`src/rtl/logic_sweep_engine_if.sv`:
```
// rtl/logic_sweep_engine_if.sv - config, control and row-stream bundle for logic_sweep_engine
// The host drives configuration/start and consumes rows; the engine produces rows and status.
interface logic_sweep_engine_if #(
  parameter int NUM_IN   = 4,
  parameter int NUM_FN   = 10,
  parameter int FN_SEL_W = 4
);
  logic                   cfg_we;
  logic [FN_SEL_W-1:0]    cfg_fn;
  logic [(1<<NUM_IN)-1:0] cfg_tt;
  logic                   start;
  logic                   mode;
  logic [NUM_IN-1:0]      eval_idx;
  logic                   busy;
  logic                   done;
  logic                   row_valid;
  logic                   row_ready;
  logic [NUM_IN-1:0]      row_idx;
  logic [NUM_FN-1:0]      row_out;
  logic [NUM_FN-1:0]      sig;

  modport master (
    output cfg_we, cfg_fn, cfg_tt, start, mode, eval_idx, row_ready,
    input  busy, done, row_valid, row_idx, row_out, sig
  );

  modport slave (
    input  cfg_we, cfg_fn, cfg_tt, start, mode, eval_idx, row_ready,
    output busy, done, row_valid, row_idx, row_out, sig
  );
endinterface

```
`src/rtl/logic_sweep_engine.sv`:
```
// rtl/logic_sweep_engine.sv - loadable LUT bank swept over all input rows, streamed out with an XOR signature
// Rows leave through a valid/ready port; the LUT bank is only writable while idle.
module logic_sweep_engine #(
  parameter int NUM_IN   = 4,
  parameter int NUM_FN   = 10,
  parameter int FN_SEL_W = 4
) (
  input logic                   clk_i,
  input logic                   rst_i,
  logic_sweep_engine_if.slave   bus
);
  localparam int ROWS = 1 << NUM_IN;

  localparam logic [1:0] ST_IDLE  = 2'd0;
  localparam logic [1:0] ST_SWEEP = 2'd1;
  localparam logic [1:0] ST_DONE  = 2'd2;

  logic [1:0]        state_q, state_d;
  logic [ROWS-1:0]   lut_q [NUM_FN];
  logic [ROWS-1:0]   lut_d [NUM_FN];
  logic [NUM_IN-1:0] idx_q, idx_d;
  logic [NUM_FN-1:0] out_q, out_d;
  logic [NUM_FN-1:0] sig_q, sig_d;
  logic              valid_q, valid_d;
  logic              single_q, single_d;
  logic              load_row;
  logic [NUM_FN-1:0] row_lookup;
  logic              cfg_hit;
  logic              xfer;
  logic              last_row;

  assign cfg_hit  = (state_q == ST_IDLE) && bus.cfg_we && (int'(bus.cfg_fn) < NUM_FN);
  assign xfer     = valid_q && bus.row_ready;
  assign last_row = single_q || (idx_q == NUM_IN'(ROWS - 1));

  // A write coincident with start must be visible to the first row, so rows read lut_d.
  always_comb begin
    for (int k = 0; k < NUM_FN; k++) begin
      lut_d[k] = lut_q[k];
      if (cfg_hit && (int'(bus.cfg_fn) == k)) begin
        lut_d[k] = bus.cfg_tt;
      end
    end
  end

  always_comb begin
    state_d  = state_q;
    idx_d    = idx_q;
    sig_d    = sig_q;
    valid_d  = valid_q;
    single_d = single_q;
    load_row = 1'b0;
    case (state_q)
      ST_IDLE: begin
        if (bus.start) begin
          state_d  = ST_SWEEP;
          valid_d  = 1'b1;
          sig_d    = '0;
          single_d = bus.mode;
          idx_d    = bus.mode ? bus.eval_idx : '0;
          load_row = 1'b1;
        end
      end
      ST_SWEEP: begin
        if (xfer) begin
          sig_d = sig_q ^ out_q;
          if (last_row) begin
            state_d = ST_DONE;
            valid_d = 1'b0;
          end else begin
            idx_d    = idx_q + NUM_IN'(1);
            load_row = 1'b1;
          end
        end
      end
      ST_DONE: begin
        state_d = ST_IDLE;
      end
      default: begin
        state_d = ST_IDLE;
        valid_d = 1'b0;
      end
    endcase
  end

  always_comb begin
    for (int k = 0; k < NUM_FN; k++) begin
      row_lookup[k] = lut_d[k][idx_d];
    end
  end

  assign out_d = load_row ? row_lookup : out_q;

  always_ff @(posedge clk_i or posedge rst_i) begin
    if (rst_i) begin
      state_q  <= ST_IDLE;
      idx_q    <= '0;
      out_q    <= '0;
      sig_q    <= '0;
      valid_q  <= 1'b0;
      single_q <= 1'b0;
      for (int k = 0; k < NUM_FN; k++) begin
        lut_q[k] <= '0;
      end
    end else begin
      state_q  <= state_d;
      idx_q    <= idx_d;
      out_q    <= out_d;
      sig_q    <= sig_d;
      valid_q  <= valid_d;
      single_q <= single_d;
      for (int k = 0; k < NUM_FN; k++) begin
        lut_q[k] <= lut_d[k];
      end
    end
  end

  assign bus.busy      = (state_q == ST_SWEEP);
  assign bus.done      = (state_q == ST_DONE);
  assign bus.row_valid = valid_q;
  assign bus.row_idx   = idx_q;
  assign bus.row_out   = out_q;
  assign bus.sig       = sig_q;
endmodule

```
`src/flat_wrapper.sv`:
```
// flat-port wrapper written by rule: the top's interface ports become plain ports
module logic_sweep_engine_flat 
#(
  parameter int NUM_IN   = 4,
  parameter int NUM_FN   = 10,
  parameter int FN_SEL_W = 4
)
  (clk_i, rst_i, bus_cfg_we, bus_cfg_fn, bus_cfg_tt, bus_start, bus_mode, bus_eval_idx, bus_row_ready, bus_busy, bus_done, bus_row_valid, bus_row_idx, bus_row_out, bus_sig);
  logic_sweep_engine_if #(.NUM_IN(NUM_IN), .NUM_FN(NUM_FN), .FN_SEL_W(FN_SEL_W)) bus_i ();
  input logic clk_i;
  input logic rst_i;
  input wire logic [$bits(bus_i.cfg_we)-1:0] bus_cfg_we;
  input wire logic [$bits(bus_i.cfg_fn)-1:0] bus_cfg_fn;
  input wire logic [$bits(bus_i.cfg_tt)-1:0] bus_cfg_tt;
  input wire logic [$bits(bus_i.start)-1:0] bus_start;
  input wire logic [$bits(bus_i.mode)-1:0] bus_mode;
  input wire logic [$bits(bus_i.eval_idx)-1:0] bus_eval_idx;
  input wire logic [$bits(bus_i.row_ready)-1:0] bus_row_ready;
  output wire logic [$bits(bus_i.busy)-1:0] bus_busy;
  output wire logic [$bits(bus_i.done)-1:0] bus_done;
  output wire logic [$bits(bus_i.row_valid)-1:0] bus_row_valid;
  output wire logic [$bits(bus_i.row_idx)-1:0] bus_row_idx;
  output wire logic [$bits(bus_i.row_out)-1:0] bus_row_out;
  output wire logic [$bits(bus_i.sig)-1:0] bus_sig;
  assign bus_i.cfg_we = bus_cfg_we;
  assign bus_i.cfg_fn = bus_cfg_fn;
  assign bus_i.cfg_tt = bus_cfg_tt;
  assign bus_i.start = bus_start;
  assign bus_i.mode = bus_mode;
  assign bus_i.eval_idx = bus_eval_idx;
  assign bus_i.row_ready = bus_row_ready;
  assign bus_busy = bus_i.busy;
  assign bus_done = bus_i.done;
  assign bus_row_valid = bus_i.row_valid;
  assign bus_row_idx = bus_i.row_idx;
  assign bus_row_out = bus_i.row_out;
  assign bus_sig = bus_i.sig;
  logic_sweep_engine #(.NUM_IN(NUM_IN), .NUM_FN(NUM_FN), .FN_SEL_W(FN_SEL_W)) u_core (.clk_i(clk_i), .rst_i(rst_i), .bus(bus_i));
endmodule
```
`config.mk`:
```
export PLATFORM = sky130hd
export DESIGN_NAME = logic_sweep_engine_flat
export DESIGN_NICKNAME = d
export VERILOG_FILES = /design/src/rtl/logic_sweep_engine_if.sv /design/src/rtl/logic_sweep_engine.sv /design/src/flat_wrapper.sv
export SDC_FILE = /design/constraint.sdc
export NUM_CORES = 1
export LEC_CHECK = 0
export ABC_AREA = 1
export BUFFER_PORTS_ARGS = -buffer_cell sky130_fd_sc_hd__buf_2
export CAP_MARGIN = 20
export CORE_UTILIZATION = 60
export CTS_BUF_LIST = sky130_fd_sc_hd__clkbuf_2
export CTS_CLUSTER_DIAMETER = 50
export CTS_CLUSTER_SIZE = 20
export DETAILED_ROUTE_END_ITERATION = 10
export PLACE_DENSITY_LB_ADDON = 0.2
export SLEW_MARGIN = 20
export SYNTH_ARGS = -nofsm -noshare
export SYNTH_HDL_FRONTEND = slang
export SYNTH_SLANG_ARGS = --single-unit
```
`constraint.sdc`:
```
create_clock -name clk_i -period 8.6 [get_ports clk_i]
set_input_delay 1.72 -clock clk_i [delete_from_list [all_inputs] [get_ports clk_i]]
set_output_delay 1.72 -clock clk_i [all_outputs]
set_load 0.01 [all_outputs]
```
==> flow_summary_export.csv <==
group,metric,value,unit
outcome,status,"finished clean",
floorplanning,rows,47,
timing,period_share,0.550,
final_layout,areaGrowthSynthToFinish,5.54,%
clock_network,clockBufferDepth,2,
detailed_routing,drc,0,
pwr,seq_power_share,0.615,
pwr,p_leak,5.65,nW
critical_path,cp_max_fo,82,
floorplanning,core,16600,sq um
floorplanning,die_area,17500,sq um
critical_path,cp-end-kind,"register",
critical_path,critPathMaxStageDelay,700,ps
pwr,switching_share,0.249,
grt,first_global_vias,8539,
final_layout,utilization,0.647,
floorplanning,chipHeight,132,um
clock_network,cts-root-buf,"clkbuf_2",
synth,synth_cell_types,27,
detailed_routing,vias,9242,
timing,clock_skew,28.3,ps
clock_network,cts.repair.resized,0,
floorplanning,start_util,0.613,
place,gp_congestion,0.848,
timing,hold_violations,0,
synth,yosysWarnings,0,
pwr,pwr-share-clk,0.343,
worst_hold_path,min_path_cells,2,
grt,grt_overflow_total,0,
timing,worstMarginPinSlew,1050,ps
final_layout,drive_above_1_share,0.0870,
timing,drv_slew,0,
critical_path,crit_chain,"buf_2, nand2_1, nor2_2, nand3_1, nand3_2, buf_4, nand2_4, inv_2, nand2_1, nand3_1, nand3_1, nand3_1, nand2_1, nand2_1, nand2_1",
timing,max_freq,212,MHz
clock_network,htreeDepth,4,
timing,holdWs,513,ps
place,dp_slack,3160,ps
synth,synthCells,1459,
detailed_routing,drt_wl_total,27500,um
synth,synthesis.area,10200,sq um
pwr,p_comb_frac,0.042,
critical_path,r2r_cells,15,
final_layout,final_cell_mix,"nand2_1, inv_1, nand3_1",
grt,grt_max_degree,111,
synth,yosysSeqAreaShare,0.463,
place,dpl_cell_area,10500,sq um
final_layout,num-nets-final,1501,
pwr,vdd_ir_drop_max,79.7,uV
grt,antenna_found_initial,1,
synth,postSynthAreaPerCell,6.97,sq um
final_layout,fin_area,10700,sq um
worst_hold_path,hp-class,"reg -> reg",
critical_path,cpMostUsedCell,"nand2_1",
place,dp_hpwl,16300,um
detailed_routing,via_per_inst,5.43,
timing,slew_headroom,0.297,
detailed_routing,wl_per_cell,16.1,um
pwr,p_per_area,134,nW/um^2
clock_network,clkLatencyLatePin,790,ps
timing,setup_ws,3870,ps
clock_network,clk_pin_slew,260,ps
critical_path,path_class,"in -> reg",
detailed_routing,drtPass1Iterations,6,
critical_path,start_kind,"primary input",
timing,finalSetupTns,0,ps
pwr,p_switching,0.000359,W
grt,grt_pass1_wl,44800,um
final_layout,final_common_cell,"nand2_1",
critical_path,critPathArrivalTime,5430,ps
clock_network,cts_setup_buffers,0,
pwr,internal_power,0.00108,W
critical_path,worstPathRequired,9310,ps
clock_network,clock_sinks,188,
grt,grtUsageTotal,0.331,
clock_network,cts_inserted_buffers,17,
detailed_routing,drt-initial-drc-count,1102,
job,cap_violations,0,
detailed_routing,antenna_left,0,
critical_path,cp_slowest_cell,"inv_2",
timing,setup_viol,0,
floorplanning,die_w,132,um
timing,rsz0062_at_grt,"no",
synth,synth_nets,1490,
synth,synth-seq-cells,188,
clock_network,hold_buffers,0,
clock_network,cts_tree,"done",
timing,min_period,4730,ps
floorplanning,pin_count,57,
place,numPortBuffers,56,
## synth_stat cells (all sizes together)
| library cell | instances | area share |
|---|---|---|
| ha | 1 | 0.0012 |
| nand2 | 449 | 0.17 |
| dfrtp | 188 | 0.46 |
| nand4 | 2 | 0.0012 |
| inv | 327 | 0.12 |
| nor2 | 22 | 0.014 |
| or2 | 1 | 0.00062 |
| buf | 52 | 0.028 |
| o21a | 1 | 0.00074 |
| o21ai | 84 | 0.041 |
| nand3 | 289 | 0.14 |
| clkbuf | 23 | 0.0085 |
| a31oi | 2 | 0.0012 |
| clkinv | 6 | 0.0022 |
| a21oi | 11 | 0.0058 |
| o22ai | 1 | 0.00062 |
## area by class of cell
class,count,area [sq um]
inverter,333,1260
antenna,1,2.50
clock buffer,18,90.1
clock inverter,13,175
sequential,188,4700
fill,1572,5850
multi-input combinational,863,3860
tap,220,275
timing repair buffer,67,367
## metal layers
| metal | up-vias | global-route usage | wire length, um |
|---|---|---|---|
| li1 | 4429 | - | - |
| met1 | 4290 | 0.456 | 11600 |
| met2 | 442 | 0.513 | 12200 |
| met3 | 81 | 0.0600 | 2520 |
| met4 | 0 | 0.154 | 1110 |
| met5 | - | 0 | 0 |
## worst max-delay path: cells and delay by family
kind | cells | cell delay, ps
buffers and inverters | 3 | 1330
AND/OR/NAND/NOR | 12 | 2340
## cell families (layout without fill, tap and decap cells)
family,Yosys count,after routing,share of synthesized area
AO/OA/AOI/OAI,99,99,0.0497
adder cells (fa/ha/maj),1,1,0.00123
buffers and inverters,408,431,0.159
flip-flops,188,188,0.463
other,0,1,0
AND/OR/NAND/NOR,763,763,0.327
## per-stage QoR
step | std cells | total power (W)
6_report | 1703 | 0.00144
5_1_grt | 1703 | 0.00148
4_1_cts | 1702 | 0.00144
3_5_place_dp | 1671 | 0.000960
3_3_place_gp | 1671 | 0.000960
2_1_floorplan | 1459 | 0.000928
## state kept, by name, summed over array words and instances (netlist names)
| register | count |
|---|---|
| u_core.bus.row_idx | 4 |
| u_core.bus.row_out | 10 |
| u_core.bus.row_valid | 1 |
| u_core.bus.sig | 10 |
| u_core.lut_q | 160 |
| u_core.single_q | 1 |
| u_core.state_q | 2 |
## final timing paths
path                                         from                    end  slack [ps]
worst max-delay path                bus_row_ready  u_core.bus.row_out[7]        3870
worst min-delay path             u_core.lut_q[82]       u_core.lut_q[82]         510
worst max register to register  u_core.state_q[1]  u_core.bus.row_out[7]        4320
worst min register to register   u_core.lut_q[82]       u_core.lut_q[82]         510
max in group asynchronous                   rst_i       u_core.lut_q[33]        6430
min in group asynchronous                   rst_i      u_core.lut_q[134]        1000
## power by group through the flow
stage / sequential, W / clock, W / combinational, W
floorplan: 0.000901 / 0 / 0.0000271
global placement: 0.000901 / 0 / 0.0000589
detailed placement: 0.000901 / 0 / 0.0000592
CTS: 0.000886 / 0.000498 / 0.0000591
global route: 0.000887 / 0.000530 / 0.0000644
finish: 0.000886 / 0.000495 / 0.0000598
No activity file was read; power rests on OpenSTA's default activity.
